## config.mk

```make
export PLATFORM = sky130hd
export DESIGN_NAME = shift_host_driver_flat
export DESIGN_NICKNAME = d
export VERILOG_FILES = /design/src/rtl/shift_host_if.sv /design/src/rtl/shift_host_driver.sv /design/src/flat_wrapper.sv
export SDC_FILE = /design/constraint.sdc
export NUM_CORES = 1
export LEC_CHECK = 0
export ABC_AREA = 0
export ABC_CLOCK_PERIOD_IN_PS = 22200
export CORE_MARGIN = 2
export CORE_UTILIZATION = 56
export CTS_CLUSTER_SIZE = 14
export DETAILED_ROUTE_END_ITERATION = 6
export DONT_BUFFER_PORTS = 1
export GPL_TIMING_DRIVEN = 0
export MAX_ROUTING_LAYER = met4
export PLACE_DENSITY = 0.72
export SLEW_MARGIN = 15
export SYNTH_ARGS = -nofsm -noshare
export SYNTH_HDL_FRONTEND = slang
export SYNTH_SLANG_ARGS = --single-unit
```

## constraint.sdc

```tcl
create_clock -name clk1 -period 22.2 [get_ports clk1]
set_clock_uncertainty 0.2 [all_clocks]
set_input_delay 4.44 -clock clk1 [delete_from_list [all_inputs] [get_ports clk1]]
set_output_delay 4.44 -clock clk1 [all_outputs]
set_load 0.03 [all_outputs]
```

## src/rtl/shift_host_if.sv

```systemverilog
// rtl/shift_host_if.sv - command/response and chip-pin bundle for the serial load/readout host master
interface shift_host_if #(
    parameter int ADDR_W = 10,
    parameter int DATA_W = 64
);
    logic              cmd_valid;
    logic              cmd_ready;
    logic              cmd_write;
    logic [ADDR_W-1:0] cmd_addr;
    logic [DATA_W-1:0] cmd_wdata;
    logic              rsp_valid;
    logic [DATA_W-1:0] rsp_rdata;
    logic              rsp_err;
    logic              busy;
    logic              LAD1;
    logic              LAD2;
    logic              addr;
    logic              din;
    logic              dout_for_chip;

    modport master (
        input  cmd_valid, cmd_write, cmd_addr, cmd_wdata, dout_for_chip,
        output cmd_ready, rsp_valid, rsp_rdata, rsp_err, busy, LAD1, LAD2, addr, din
    );

    modport slave (
        output cmd_valid, cmd_write, cmd_addr, cmd_wdata, dout_for_chip,
        input  cmd_ready, rsp_valid, rsp_rdata, rsp_err, busy, LAD1, LAD2, addr, din
    );
endinterface

```

## src/rtl/shift_host_driver.sv

```systemverilog
// rtl/shift_host_driver.sv - LAD-coded serial load/readout master; SHIFT_HOST_WVERIFY_EN adds write readback verify
module shift_host_driver #(
    parameter int ADDR_W  = 10,
    parameter int DATA_W  = 64,
    parameter int RD_LEN  = 67,
    parameter int RD_SKIP = 4
) (
    input  logic         clk1,
    input  logic         rst,
    shift_host_if.master bus
);
    typedef enum logic [2:0] {
        S_IDLE,
        S_PRE_NOP,
        S_ADDR,
        S_DATA,
        S_GAP_NOP,
        S_READ,
        S_POST_NOP
    } state_t;

    localparam logic [6:0] ADDR_LAST = 7'(ADDR_W - 1);
    localparam logic [6:0] DATA_LAST = 7'(DATA_W - 1);
    localparam logic [6:0] RD_LAST   = 7'(RD_LEN - 1);
    localparam logic [6:0] RD_FIRST  = 7'(RD_SKIP);

    state_t            r_state;
    state_t            w_state_nxt;
    logic [6:0]        r_cnt;
    logic [6:0]        w_cnt_nxt;
    logic              w_accept;
    logic              w_verify_start;
    logic              w_done;
    logic              w_read_done;
    logic              r_write;
    logic              r_verify;
    logic [ADDR_W-1:0] r_addr;
    logic [ADDR_W-1:0] r_addr_sh;
    logic [DATA_W-1:0] r_data_sh;
    logic [DATA_W-2:0] r_rx;
    logic [DATA_W-1:0] w_rx_word;
    logic [DATA_W-1:0] r_rdata;
    logic              r_cmd_ready;
    logic              r_busy;
    logic              r_rsp_valid;
    logic              r_lad1;
    logic              r_lad2;
    logic              r_addr_o;
    logic              r_din_o;

    assign w_accept    = bus.cmd_valid & r_cmd_ready;
    assign w_done      = (r_state == S_POST_NOP) && (w_state_nxt == S_IDLE);
    assign w_read_done = (r_state == S_POST_NOP) && (!r_write || r_verify);
    // Readout bit 63 arrives during POST_NOP, so the word is completed combinationally
    assign w_rx_word   = {bus.dout_for_chip, r_rx};

    always_ff @(posedge clk1 or posedge rst) begin
        if (rst) begin
            r_state <= S_IDLE;
            r_cnt   <= '0;
        end else begin
            r_state <= w_state_nxt;
            r_cnt   <= w_cnt_nxt;
        end
    end

    always_comb begin
        w_state_nxt    = r_state;
        w_cnt_nxt      = r_cnt + 7'd1;
        w_verify_start = 1'b0;
        case (r_state)
            S_IDLE: begin
                w_cnt_nxt = '0;
                if (w_accept) w_state_nxt = S_PRE_NOP;
            end
            S_PRE_NOP: begin
                w_cnt_nxt   = '0;
                w_state_nxt = S_ADDR;
            end
            S_ADDR: begin
                if (r_cnt == ADDR_LAST) begin
                    w_cnt_nxt   = '0;
                    // The NOP before READ clears the chip readout counter; never skip it
                    w_state_nxt = (r_write && !r_verify) ? S_DATA : S_GAP_NOP;
                end
            end
            S_DATA: begin
                if (r_cnt == DATA_LAST) begin
                    w_cnt_nxt   = '0;
                    w_state_nxt = S_POST_NOP;
                end
            end
            S_GAP_NOP: begin
                w_cnt_nxt   = '0;
                w_state_nxt = S_READ;
            end
            S_READ: begin
                if (r_cnt == RD_LAST) begin
                    w_cnt_nxt   = '0;
                    w_state_nxt = S_POST_NOP;
                end
            end
            S_POST_NOP: begin
                w_cnt_nxt   = '0;
                w_state_nxt = S_IDLE;
`ifdef SHIFT_HOST_WVERIFY_EN
                if (r_write && !r_verify) begin
                    w_state_nxt    = S_PRE_NOP;
                    w_verify_start = 1'b1;
                end
`endif
            end
            default: begin
                w_cnt_nxt   = '0;
                w_state_nxt = S_IDLE;
            end
        endcase
    end

    always_ff @(posedge clk1 or posedge rst) begin
        if (rst) begin
            r_write  <= 1'b0;
            r_verify <= 1'b0;
            r_addr   <= '0;
        end else if (w_accept) begin
            r_write  <= bus.cmd_write;
            r_addr   <= bus.cmd_addr;
            r_verify <= 1'b0;
        end else if (w_verify_start) begin
            r_verify <= 1'b1;
        end
    end

    // Pin outputs are registered from the next state so they line up with the phase
    always_ff @(posedge clk1 or posedge rst) begin
        if (rst) begin
            r_addr_sh   <= '0;
            r_data_sh   <= '0;
            r_rx        <= '0;
            r_rdata     <= '0;
            r_addr_o    <= 1'b0;
            r_din_o     <= 1'b0;
            r_lad1      <= 1'b0;
            r_lad2      <= 1'b0;
            r_cmd_ready <= 1'b1;
            r_busy      <= 1'b0;
            r_rsp_valid <= 1'b0;
        end else begin
            if (w_state_nxt == S_PRE_NOP) begin
                r_addr_sh <= w_accept ? bus.cmd_addr : r_addr;
                if (w_accept) r_data_sh <= bus.cmd_wdata;
            end else if (w_state_nxt == S_ADDR) begin
                r_addr_sh <= r_addr_sh >> 1;
            end else if (w_state_nxt == S_DATA) begin
                r_data_sh <= r_data_sh >> 1;
            end
            r_addr_o    <= (w_state_nxt == S_ADDR) & r_addr_sh[0];
            r_din_o     <= (w_state_nxt == S_DATA) & r_data_sh[0];
            r_lad1      <= (w_state_nxt == S_ADDR) | (w_state_nxt == S_READ);
            r_lad2      <= (w_state_nxt == S_DATA) | (w_state_nxt == S_READ);
            r_cmd_ready <= (w_state_nxt == S_IDLE);
            r_busy      <= (w_state_nxt != S_IDLE);
            r_rsp_valid <= w_done;
            if ((r_state == S_READ) && (r_cnt >= RD_FIRST))
                r_rx <= {bus.dout_for_chip, r_rx[DATA_W-2:1]};
            if (w_read_done) r_rdata <= w_rx_word;
        end
    end

`ifdef SHIFT_HOST_WVERIFY_EN
    logic [DATA_W-1:0] r_wdata;
    logic              r_err;

    always_ff @(posedge clk1 or posedge rst) begin
        if (rst) begin
            r_wdata <= '0;
            r_err   <= 1'b0;
        end else begin
            if (w_accept) r_wdata <= bus.cmd_wdata;
            r_err <= w_done & r_write & (w_rx_word != r_wdata);
        end
    end

    assign bus.rsp_err = r_err;
`else
    assign bus.rsp_err = 1'b0;
`endif

    assign bus.cmd_ready = r_cmd_ready;
    assign bus.busy      = r_busy;
    assign bus.rsp_valid = r_rsp_valid;
    assign bus.rsp_rdata = r_rdata;
    assign bus.LAD1      = r_lad1;
    assign bus.LAD2      = r_lad2;
    assign bus.addr      = r_addr_o;
    assign bus.din       = r_din_o;
endmodule
```

## src/flat_wrapper.sv

```systemverilog
// flat-port wrapper written by rule: the top's interface ports become plain ports
module shift_host_driver_flat 
#(
    parameter int ADDR_W  = 10,
    parameter int DATA_W  = 64,
    parameter int RD_LEN  = 67,
    parameter int RD_SKIP = 4
)
  (clk1, rst, bus_cmd_valid, bus_cmd_write, bus_cmd_addr, bus_cmd_wdata, bus_dout_for_chip, bus_cmd_ready, bus_rsp_valid, bus_rsp_rdata, bus_rsp_err, bus_busy, bus_LAD1, bus_LAD2, bus_addr, bus_din);
  shift_host_if #(.ADDR_W(ADDR_W), .DATA_W(DATA_W)) bus_i ();
  input  logic clk1;
  input  logic rst;
  input wire logic [$bits(bus_i.cmd_valid)-1:0] bus_cmd_valid;
  input wire logic [$bits(bus_i.cmd_write)-1:0] bus_cmd_write;
  input wire logic [$bits(bus_i.cmd_addr)-1:0] bus_cmd_addr;
  input wire logic [$bits(bus_i.cmd_wdata)-1:0] bus_cmd_wdata;
  input wire logic [$bits(bus_i.dout_for_chip)-1:0] bus_dout_for_chip;
  output wire logic [$bits(bus_i.cmd_ready)-1:0] bus_cmd_ready;
  output wire logic [$bits(bus_i.rsp_valid)-1:0] bus_rsp_valid;
  output wire logic [$bits(bus_i.rsp_rdata)-1:0] bus_rsp_rdata;
  output wire logic [$bits(bus_i.rsp_err)-1:0] bus_rsp_err;
  output wire logic [$bits(bus_i.busy)-1:0] bus_busy;
  output wire logic [$bits(bus_i.LAD1)-1:0] bus_LAD1;
  output wire logic [$bits(bus_i.LAD2)-1:0] bus_LAD2;
  output wire logic [$bits(bus_i.addr)-1:0] bus_addr;
  output wire logic [$bits(bus_i.din)-1:0] bus_din;
  assign bus_i.cmd_valid = bus_cmd_valid;
  assign bus_i.cmd_write = bus_cmd_write;
  assign bus_i.cmd_addr = bus_cmd_addr;
  assign bus_i.cmd_wdata = bus_cmd_wdata;
  assign bus_i.dout_for_chip = bus_dout_for_chip;
  assign bus_cmd_ready = bus_i.cmd_ready;
  assign bus_rsp_valid = bus_i.rsp_valid;
  assign bus_rsp_rdata = bus_i.rsp_rdata;
  assign bus_rsp_err = bus_i.rsp_err;
  assign bus_busy = bus_i.busy;
  assign bus_LAD1 = bus_i.LAD1;
  assign bus_LAD2 = bus_i.LAD2;
  assign bus_addr = bus_i.addr;
  assign bus_din = bus_i.din;
  shift_host_driver #(.ADDR_W(ADDR_W), .DATA_W(DATA_W), .RD_LEN(RD_LEN), .RD_SKIP(RD_SKIP)) u_core (.clk1(clk1), .rst(rst), .bus(bus_i));
endmodule
```

# Yosys cells after proc, flatten, opt, wreduce, memory -nomap -nowiden
# Cells that the tools add are included.
[totals]
wordCells = 64
out_inout_bits = 72
reg_bits = 229
input_bits = 79
[op_classes]
muxes = 17
addsub = 1
n_eq_ne = 15
magnitude_cmp = 1
bitwise = 5
n_reduce_logical = 10
[ops]
columns = ["op", "count"]
rows = [
  ["64-bit 2-to-1 mux", 4],
  ["10-bit 2-to-1 mux", 3],
  ["7-bit 2-to-1 mux", 3],
  ["7-bit case mux with 3 select lines", 1],
  ["3-bit case mux with 6 select lines", 1],
  ["3-bit 2-to-1 mux", 5],
  ["3-bit by 2-bit == test with 1-bit output (second input constant)", 4],
  ["3-bit == test (second input constant)", 4],
  ["7-bit by 1-bit adder with 7-bit output (second input constant)", 1],
  ["7-bit by 4-bit == test with 1-bit output (second input constant)", 1],
  ["7-bit by 6-bit == test with 1-bit output (second input constant)", 1],
  ["7-bit == test (second input constant)", 1],
  ["7-bit by 3-bit greater-or-equal comparator with 1-bit output (second input constant)", 1],
  ["3-bit by 1-bit == test with 1-bit output (second input constant)", 2],
  ["3-bit zero test", 2],
  ["2-bit by 1-bit != test with 1-bit output (second input constant)", 2],
  ["2-bit nonzero test", 2],
  ["1-bit bitwise AND", 3],
  ["1-bit logical AND", 3],
  ["3-bit AND reduction", 1],
  ["3-bit nonzero test", 1],
  ["1-bit bitwise OR", 2],
  ["1-bit zero test", 1],
]

# Longest topological paths before layout
# Gate-level depths: netlist of the first run.
[logic_depth]
word_depth = 7
mapped_depth = 9
ltp_nobuf = 8

# Worst setup path after synthesis of the first run
# Ideal clock, no wire load.
[synth_timing]
path_type = "input -> register"
from = "input port bus_cmd_valid"
to = "register u_core.r_data_sh[0]"
t_arrival_ps = 5742
path_buffers = 2
required_ps = 21863
setup_slack_ps = 16121
stages = 6
setup_ps = 137
path_cell_list = "nand2_1 > nor4_1 > buf_2 > buf_1 > mux2i_1 > a21oi_1"
[synth_between]
elab_chain_cells = 6
elab_cells_between_ends = 11
cone_classes = "eq/ne (5); mux (3); bitwise (1); reduce/logical (2)"
[synth_rtl]
columns = ["element", "line", "rtl"]
rows = [
  ["start: declaration", "flat_wrapper.sv:13", "input wire logic [$bits(bus_i.cmd_valid)-1:0] bus_cmd_valid;"],
  ["1-bit bitwise AND (*)", "shift_host_driver.sv:51", "assign w_accept = bus.cmd_valid & r_cmd_ready;"],
  ["3-bit 2-to-1 mux", "shift_host_driver.sv:74", "if (w_accept) w_state_nxt = S_PRE_NOP;"],
  ["3-bit case mux with 6 select lines", "shift_host_driver.sv:71", "case (r_state)"],
  ["3-bit by 1-bit == test with 1-bit output (tied with other cells)", "shift_host_driver.sv:149", "if (w_state_nxt == S_PRE_NOP) begin"],
  ["2-bit by 1-bit != test with 1-bit output (no line) / 2-bit nonzero test (equally long branches)", "-", ""],
  ["3-bit AND reduction (no line)", "-", ""],
  ["end signal: assignment", "shift_host_driver.sv:151", "if (w_accept) r_data_sh <= bus.cmd_wdata;"],
  ["end signal: assignment", "shift_host_driver.sv:155", "r_data_sh <= r_data_sh >> 1;"],
  ["end: declaration", "shift_host_driver.sv:39", "logic [DATA_W-1:0] r_data_sh;"],
]
# Every way passes the cells marked *; elsewhere a longest branch is shown, timed or not.
# A chain may end at the register's enable or synchronous reset.

# Final worst setup path of the first run
[layout_timing]
from = "input port bus_cmd_valid"
to = "register u_core.r_data_sh[37]"
# The elaborated chain is that of the path after synthesis.

==> results.toml, run 1 <==
[run_status]
outcome = "finished clean"

[yosys]
syn_inst = 706
ys_types = 46
synth_area_leaders = "dfrtp_1, mux2_2, mux2i_1"
yosys_warnings = 0
yosys.area.top_type = "dfrtp_1"
syn_nets = 789
syn_area_um2 = 9450
avgSynthCellArea_um2 = 13.4
ys_seq_area_share_pct = 60.6
synth_top_area_share_pct = 60.3
ys_ff_latch = 229

[sta]
rsz0062_at_grt = "false"
slew_violations = 0
fin_setup_tns_ns = 0
fmax_ghz = 0.167
relSlewSlack_pct = 50.2
hold_viol = 0
finalSetupViolCount = 0
period_needed_ns = 5.99
tightest_slew_ns = 0.747
period_share_pct = 27.0
layout_setup_ws_ns = 16.21
hold_ws_ns = 0.297

[cells_and_area]
area_growth_pct = 11.5
drive_gt1_share_pct = 27.8
final_cell_mix = "dfrtp_1, mux2_2, mux2i_1"
fill_cells = 1206
fin_cells = 970
seqCellArea_um2 = 5730
final_common_cell = "dfrtp_1"
final_nets = 815
multi_input_area_um2 = 3410

[power]
ir_worst_vdd_mv = 0.0579
switchingPower_uw = 300
p_int_uw = 802
clkPwrFrac_pct = 34.9
comb_power_share_pct = 17.0
report.power.total_mw = 1.10
p_leak_nw = 4.85
p_sw_share_pct = 27.2
seq_power_share_pct = 48.1
power_density_nw_per_um2 = 104

[clocking]
cts_buffers = 23
clk-insertion-delay-late_ns = 0.50
h-tree-depth = 1
cts_hold_buffers = 0
cts.clk_slew.worst_paths_ns = 0.06
clockRootBuffer = "clkbuf_16"
cts_resized = 0
cts_tree = "done"
cts_setup_buffers = 0
cts_buffer_depth = 3
cts.sinks = 229

[setup_path]
cp-end-kind = "flop"
crit_path_start_kind = "input pin"
critical_path_required_ns = 22.41
crit_arrival_ns = 6.20
crit_type = "in -> reg"
cp_max_fo = 10

[global_routing]
antenna_found_initial = 0
grt_pass1_wl_um = 28900
grt_overflow = 0
grt_max_degree = 121
grt_pass1_vias = 5709
grt_usage_pct = 20.3

[drt]
wirelength_um = 17500
wire_per_inst_um = 18.0
vias = 5351
routed_via_density = 5.52
drc = 0
firstDrtPassIters = 4
postRouteAntennaNets = 0
drtIter0Drc = 272

[place]
dp.final_hpwl_um = 12100
dpl_worst_slack_ns = 15.67
placed_cells = 927
globalplace.congestion = 0.877
io_buffers = 0

[die]
start_util_pct = 57.2
pin_count = 151
die_w_um = 134
die_y_um = 134
row_count = 47
core-area_um2 = 16500
dieArea_um2 = 17900

[hold_path]
min_path_type = "reg -> reg"

[flow_run]
drv_cap = 0
logic make-up (layout without fill, tap and decap cells):
logic type,Yosys count,count (layout),synth area share [%]
compound gates,82,82,5.03
mux,217,217,24.8
fa+ha+maj,4,4,0.529
buf+inv,58,100,3.30
simple gates,111,111,5.31
flops,229,229,60.6
other cells,1,3,0.0397
xor+xnor,4,4,0.371
path summary, 6_finish.rpt:
check / startpoint / endpoint / slack (ns) / depth (start not counted)
setup / recovery: bus_cmd_valid / u_core.r_data_sh[37]$_DFFE_PP0P_ / 16.21 / 7
hold / removal: u_core.r_addr[5]$_DFF_PP0_ / u_core.r_addr[5]$_DFF_PP0_ / 0.30 / 1
setup reg to reg: u_core.r_cnt[0]$_DFF_PP0_ / u_core.r_data_sh[37]$_DFFE_PP0P_ / 19.43 / 9
hold reg to reg: u_core.r_addr[5]$_DFF_PP0_ / u_core.r_addr[5]$_DFF_PP0_ / 0.30 / 1
max in group asynchronous: rst / u_core.r_rx[11]$_DFFE_PP0P_ / 17.08 / 2
min in group asynchronous: rst / u_core.r_rx[41]$_DFFE_PP0P_ / 3.71 / 1
routing by layer:
metal,up-vias,GRT usage [%],share of wire [%]
li1,2495,-,-
met1,2683,25.5,41
met2,144,32.7,49
met3,29,6.20,8.0
met4,0,5.20,2.2
met5,-,-,0
power by group through the flow:
stage / Combinational [mW] / Clock, mW / Sequential, mW
floorplan: 0.155 / 0 / 0.527
global placement: 0.179 / 0 / 0.534
detailed placement: 0.188 / 0 / 0.537
CTS: 0.190 / 0.395 / 0.530
global route: 0.213 / 0.412 / 0.538
finish: 0.187 / 0.384 / 0.530
synth_stat cells (all sizes together):
library cell and instances:
xor2 2, and3 3, o21a 1, ha 4, nand3b 1, conb 1
or4b 1, nor3 3, and2 2, and2b 3, dfstp 1, dfrtp 228
inv 16, nor4 2, or2b 1, clkbuf 23, o221ai 1, a21oi 68
nand3 4, nand2 14, mux2i 79, o2bb2ai 1, a21o 3, or3 2
mux2 138, nor2b 4, a211oi 2, nor2 70, bufbuf 2, o32a 1
nand4 1, a221o 1, xnor2 2, o21ai 3, buf 17, o22a 1
area by class of cell:
cell class | count | share of cell area [%]
sequential | 229 | 54.4
buffer | 42 | 2.38
clock inverter | 6 | 0.522
multi-input combinational | 419 | 32.3
clock buffer | 35 | 6.83
tap | 220 | 2.61
antenna | 2 | 0.0475
timing repair buffer | 1 | 0.261
inverter | 16 | 0.641
through the flow:
step / instance area [um^2] / util, %
6_report: 10500 / 63.8
5_1_grt: 10500 / 63.8
4_1_cts: 10500 / 63.8
3_5_place_dp: 9760 / 59.1
3_3_place_gp: 9730 / 58.9
2_1_floorplan: 9450 / -
critical path, stage by stage:
cell	delay [ns]
a21oi_1	0.06
o32a_2	0.39
a21oi_1	0.28
clkbuf_1	0.42
clkbuf_1	0.39
nor2_1	0.07
a21oi_1	0.14
flip-flops by register name, summed over array words and instances (netlist names):
register              cells
u_core.r_write            1
u_core.r_addr            10
u_core.bus.din            1
u_core.r_rx              63
u_core.r_data_sh         64
u_core.bus.busy           1
u_core.r_cnt              7
u_core.bus.rsp_valid      1
u_core.bus.LAD1           1
u_core.bus.addr           1
u_core.bus.LAD2           1
u_core.bus.cmd_ready      1
u_core.r_addr_sh         10
u_core.r_state            3
u_core.bus.rsp_rdata     64
Note: power is estimated with default switching activity, not from simulation.
==> run 2: changes to the inputs <==
--- a/config.mk
+++ b/config.mk
@@ -6,7 +6,7 @@
 export NUM_CORES = 1
 export LEC_CHECK = 0
 export ABC_AREA = 0
-export ABC_CLOCK_PERIOD_IN_PS = 22200
+export ABC_CLOCK_PERIOD_IN_PS = 5800
 export CORE_MARGIN = 2
 export CORE_UTILIZATION = 56
 export CTS_CLUSTER_SIZE = 14
==> constraint.sdc (replaced) <==
create_clock -name clk1 -period 5.8 [get_ports clk1]
set_clock_uncertainty 0.2 [all_clocks]
set_input_delay 1.16 -clock clk1 [delete_from_list [all_inputs] [get_ports clk1]]
set_output_delay 1.16 -clock clk1 [all_outputs]
set_load 0.03 [all_outputs]
==> run 2 against run 1 <==
Against the previous run: critical path depth grew 2; combinational power grew to 3.9 times the previous value; first-iteration DRC count shrank 24%; final cell count grew 0.41%; sequential share of layout area shrank 0.62 points; critical path type is now reg -> reg; highest routed layer unchanged.
==> results.toml, run 2 (synthesized netlist as in run 1, its figures left out) <==
[setup_path]
cp-end-kind = "flop"
crit_family = "buffers and inverters"
crit_type = "reg -> reg"
path_cells = "inv_1, ha_1, and3_2, o22a_2, a21oi_1, clkbuf_1, clkbuf_1, nor2_1, a21oi_1"
critical_path_required_ns = 6.02
crit_path_start_kind = "flop"
crit_arrival_ns = 2.97
startpoint = "u_core.r_cnt[0]$_DFF_PP0_"
max_stage_delay_ns = 0.42
slowest_stage = "clkbuf_1"
ff2ff_path_depth = 9
path_buf_inv = 3
endpoint = "u_core.r_data_sh[56]$_DFFE_PP0P_"
r2r-end = "u_core.r_data_sh[56]$_DFFE_PP0P_"
crit_cells = 9
cp_max_fo = 10
timing.reg2reg.setup_slack_ns = 3.05
timing.rr.start = "u_core.r_cnt[0]$_DFF_PP0_"

[power]
ir_worst_vdd_mv = 0.286
power_density_nw_per_um2 = 403
p_leak_nw = 4.89
report.power.total_mw = 4.30

[clocking]
clk-insertion-delay-late_ns = 0.50
cts_buffer_depth = 3
cts_tree = "done"
cts.clk_slew.worst_paths_ns = 0.06
cts_setup_buffers = 0
cts_buffers = 24
clockRootBuffer = "clkbuf_16"
cts_hold_buffers = 0
cts_resized = 0
cts.sinks = 229
h-tree-depth = 1

[die]
row_count = 47
die_y_um = 134
die_w_um = 134
pin_count = 151
core-area_um2 = 16500
start_util_pct = 57.2
dieArea_um2 = 17900

[sta]
relSlewSlack_pct = 51.1
fmax_ghz = 0.363
period_needed_ns = 2.75
tightest_slew_ns = 0.734
rsz0062_at_grt = "false"
period_share_pct = 47.5
finalSetupViolCount = 0
fin_setup_tns_ns = 0
hold_viol = 0
slew_violations = 0

[global_routing]
grt_pass1_wl_um = 28800
grt_pass1_vias = 5692
grt_usage_pct = 20.6
antenna_found_initial = 0
grt_overflow = 0
grt_max_degree = 39

[place]
dp.final_hpwl_um = 12800
io_buffers = 0
globalplace.congestion = 0.825
placed_cells = 932

[cells_and_area]
area_growth_pct = 12.8
final_nets = 821
fin_cells = 974
final_common_cell = "dfrtp_1"
drive_gt1_share_pct = 28.0
final_core_util_pct = 64.6
fill_cells = 1226
final_cell_mix = "dfrtp_1, mux2_2, mux2i_1"
n_antenna_cell = 0

[run_status]
outcome = "finished clean"

[drt]
wire_per_inst_um = 18.0
drtIter0Drc = 206
vias = 5361
routed_via_density = 5.50
postRouteAntennaNets = 0
wirelength_um = 17600
firstDrtPassIters = 4
drc = 0

[flow_run]
drv_cap = 0

[hold_path]
min_path_type = "reg -> reg"
-- run 2: cell count changes in the layout (fill, tap and decap cells not counted), sizes merged --
cell	previous run	this run
clkinvlp	0	4
clkbuf	58	59
diode	2	0
inv	16	15
buf	18	23
bufinv	1	2
clkinv	5	1
-- run 2: worst reg2reg max path, stage by stage (launching register included) --
cell and delay (ns):
dfrtp_1 0.41, inv_1 0.08, ha_1 0.19, and3_2 0.21
o22a_2 0.28, a21oi_1 0.25, clkbuf_1 0.38, clkbuf_1 0.42
nor2_1 0.09, a21oi_1 0.16
-- run 2: per-stage QoR --
step	worst slack [ns]	instance area (um^2)	hold slack, ns
floorplan	1.45	9460	0.250
CTS	2.99	10700	0.295
finish	3.05	10700	0.298
detailed placement	2.60	9850	0.276
global placement	0.502	9730	0.269
global route	2.75	10700	0.313
-- run 2: final cells by class --
type	instances	area, um^2	area share, %
sequential	229	5730	53.7
multi-input combinational	419	3410	32.0
clock buffer	36	727	6.81
tap	220	275	2.58
buffer	42	251	2.36
timing repair buffer	6	120	1.13
clock inverter	6	87.6	0.821
inverter	16	63.8	0.598
-- run 2: worst min path at each step --
stage,to,slack [ns],start,cells after the start
final,u_core.r_addr[2]$_DFF_PP0_,0.30,u_core.r_addr[2]$_DFF_PP0_,1
after global routing,u_core.r_addr[9]$_DFF_PP0_,0.31,u_core.r_addr[9]$_DFF_PP0_,1
after CTS,u_core.r_addr_sh[9]$_DFFE_PP0P_,0.30,u_core.r_addr_sh[9]$_DFFE_PP0P_,1
after detailed placement,u_core.r_addr_sh[9]$_DFFE_PP0P_,0.28,u_core.r_addr_sh[9]$_DFFE_PP0P_,1
after global placement,u_core.r_addr_sh[9]$_DFFE_PP0P_,0.27,u_core.r_addr_sh[9]$_DFFE_PP0P_,1
after floorplan,u_core.r_addr_sh[9]$_DFFE_PP0P_,0.25,u_core.r_addr_sh[9]$_DFFE_PP0P_,1
-- run 2: routing by layer --
metal	track usage (%)	vias to the layer above	part of all wire (%)
met5	-	-	0
met4	5.67	0	2.0
met3	6.69	29	8.2
met2	32.6	138	48
met1	25.7	2695	42
li1	-	2499	-
-- run 2: where the power goes --
part	internal, mW	switching, mW
registers	1.85	0.177
logic	0.325	0.404
clock network	0.951	0.593
==> run 3: changes to the inputs <==
--- a/config.mk
+++ b/config.mk
@@ -6,7 +6,7 @@
 export NUM_CORES = 1
 export LEC_CHECK = 0
 export ABC_AREA = 0
-export ABC_CLOCK_PERIOD_IN_PS = 5800
+export ABC_CLOCK_PERIOD_IN_PS = 2410
 export CORE_MARGIN = 2
 export CORE_UTILIZATION = 56
 export CTS_CLUSTER_SIZE = 14
@@ -14,7 +14,7 @@
 export DONT_BUFFER_PORTS = 1
 export GPL_TIMING_DRIVEN = 0
 export MAX_ROUTING_LAYER = met4
-export PLACE_DENSITY = 0.72
+export PLACE_DENSITY = 0.75
 export SLEW_MARGIN = 15
 export SYNTH_ARGS = -nofsm -noshare
 export SYNTH_HDL_FRONTEND = slang
==> constraint.sdc (replaced) <==
create_clock -name clk1 -period 2.41 [get_ports clk1]
set_clock_uncertainty 0.2 [all_clocks]
set_input_delay 0.482 -clock clk1 [delete_from_list [all_inputs] [get_ports clk1]]
set_output_delay 0.482 -clock clk1 [all_outputs]
set_load 0.03 [all_outputs]
==> run 3 against run 2 <==
Against the previous run: the run now ends with setup timing left; largest cell class unchanged; global-route usage increased by 1.3 points; sequential power increased by 140%; via count rose by 4.6%; setup slack worse by 3.2 ns; sequential cell count unchanged; combinational power rose to 2.9 times the previous value; sequential share of layout area is 2.9 points lower; power is 150% higher; utilization grew 3.8 points.
==> results.toml, run 3 (synthesized netlist as in run 1, its figures left out) <==
[place]
dp.final_hpwl_um = 12600
globalplace.congestion = 0.844
postPlaceCellArea_um2 = 9870
io_buffers = 0

[sta]
period_needed_ns = 2.52
period_share_pct = 105
relSlewSlack_pct = 61.4
hold_viol = 0
layout_setup_ws_ns = -0.111
rsz0062_at_grt = "true"
fmax_ghz = 0.397
finalSetupViolCount = 10
hold_ws_ns = 0.0109
tightest_slew_ns = 0.579
slew_violations = 0

[cells_and_area]
drive_gt1_share_pct = 32.5
final_core_util_pct = 68.3
n_antenna_cell = 0
fin_area_um2 = 11300
area_growth_pct = 19.4
fill_cells = 1148
final_common_cell = "dfrtp_1"
final_cell_mix = "dfrtp_1, mux2_2, mux2i_1"
final_nets = 873

[power]
switchingPower_mw = 2.94
seq_power_share_pct = 46.2
clkPwrFrac_pct = 33.9
power_density_nw_per_um2 = 940
p_int_mw = 7.67
p_leak_nw = 5.20
ir_worst_vdd_mv = 0.631
report.power.total_mw = 10.6
p_sw_share_pct = 27.7
comb_power_share_pct = 19.9

[global_routing]
grt_usage_pct = 21.9
grt_overflow = 0
antenna_found_initial = 0
grt_max_degree = 41
grt_pass1_vias = 6121
grt_pass1_wl_um = 30900

[clocking]
cts_tree = "done"
cts_buffers = 23
clk-insertion-delay-late_ns = 0.50
h-tree-depth = 1
clockRootBuffer = "clkbuf_16"
cts_buffer_depth = 3
cts.clk_slew.worst_paths_ns = 0.06
cts.sinks = 229

[drt]
postRouteAntennaNets = 0
wirelength_um = 18600
drc = 0
vias = 5610
routed_via_density = 5.48
firstDrtPassIters = 4
drtIter0Drc = 224
wire_per_inst_um = 18.2

[setup_path]
cp_max_fo = 4
cp-end-kind = "flop"
critical_path_required_ns = 2.62
crit_arrival_ns = 2.73
max_stage_delay_ns = 0.49
path_cells = "inv_2, ha_4, nand2_2, or4b_4, a221o_1, a21o_4, buf_4, a21o_4, a211oi_2"
crit_top_cell = "a21o_4"
slowest_stage = "or4b_4"
crit_type = "reg -> reg"
timing.reg2reg.setup_slack_ns = -0.11
crit_path_start_kind = "flop"

[hold_path]
min_path_type = "in -> reg"

[die]
start_util_pct = 57.2
dieArea_um2 = 17900
core-area_um2 = 16500
row_count = 47
die_y_um = 134
die_w_um = 134
pin_count = 151

[run_status]
violations = "setup timing"
outcome = "finished with violations"

[flow_run]
drv_cap = 0
run 3: cell count changes in the layout (fill, tap and decap cells not counted), sizes merged:
cell | previous run | this run
dlygate4sd3 | 0 | 40
buf | 23 | 32
clkinv | 1 | 4
clkinvlp | 4 | 2
bufinv | 2 | 3
clkbuf | 59 | 58
run 3: layout make-up:
cell class                      count  area, um^2  area share, %
Timing Repair Buffer               60         633           5.61
Inverter                           16        63.8          0.565
Clock inverter                      8         118           1.04
Buffer                             41         337           2.98
Clock buffer                       31         646           5.72
Tap cell                          220         275           2.44
Multi-Input combinational cell    419        3480           30.8
Sequential cell                   229        5740           50.8
run 3: power groups by stage:
stage / Combinational (mW) / Sequential [mW] / Clock [mW]
2_1_floorplan: 1.46 / 4.86 / 0
3_3_place_gp: 1.68 / 4.92 / 0
3_5_place_dp: 1.79 / 4.96 / 0
4_1_cts: 1.99 / 4.89 / 3.68
5_1_grt: 2.36 / 4.97 / 3.86
6_report: 2.12 / 4.90 / 3.60
run 3: worst paths after layout:
path	startpoint	endpoint	depth (start not counted)
max in group asynchronous	rst	u_core.bus.cmd_ready$_DFF_PP1_	4
setup / recovery	u_core.r_cnt[1]$_DFF_PP0_	u_core.r_addr_sh[8]$_DFFE_PP0P_	9
hold reg to reg	u_core.r_addr[2]$_DFF_PP0_	u_core.r_addr[2]$_DFF_PP0_	1
hold / removal	bus_cmd_wdata[4]	u_core.r_data_sh[4]$_DFFE_PP0P_	2
setup reg to reg	u_core.r_cnt[1]$_DFF_PP0_	u_core.r_addr_sh[8]$_DFFE_PP0P_	9
min in group asynchronous	rst	u_core.bus.rsp_rdata[37]$_DFFE_PP0P_	2
run 3: per-layer routing:
metal / part of all wire [%] / GRT usage (%) / wire [um] / vias to the layer above
met1: 40 / 26.7 / 7520 / 2829
met5: 0 / - / 0 / -
met4: 1.5 / 5.20 / 274 / 0
met3: 7.4 / 6.24 / 1390 / 21
li1: - / - / - / 2612
met2: 51 / 36.5 / 9450 / 148
run 3: critical path, delay by kind of cell (launching register included):
kind | cells | cell delay (ns)
AOI/OAI and AO/OA | 4 | 0.97
adders and majority gates | 1 | 0.13
buffers and inverters | 2 | 0.23
DFF | 1 | 0.39
and+or+nand+nor | 2 | 0.53
run 3: through the flow:
| stage | setup slack [ns] | cells | setup TNS (ns) |
|---|---|---|---|
| after detailed placement | -0.367 | 932 | -46.53 |
| after CTS | -0.121 | 1018 | -0.819 |
| after floorplan | -1.27 | 706 | -289.79 |
| after global routing | -0.181 | 1024 | -4.00 |
| final | -0.111 | 1024 | -0.812 |
| after global placement | -2.17 | 926 | -527.72 |
run 3: timing repair:
| item | CTS | global route |
|---|---|---|
| endpoints found under the setup margin | 196 | 195 |
| buffers inserted | 8 | 6 |
| pin swaps | 3 | 3 |
| cloned | 0 | 0 |
| hold endpoints to repair | 155 | 0 |
| hold buffers | 40 | 0 |
| gates resized for setup | 38 | 39 |
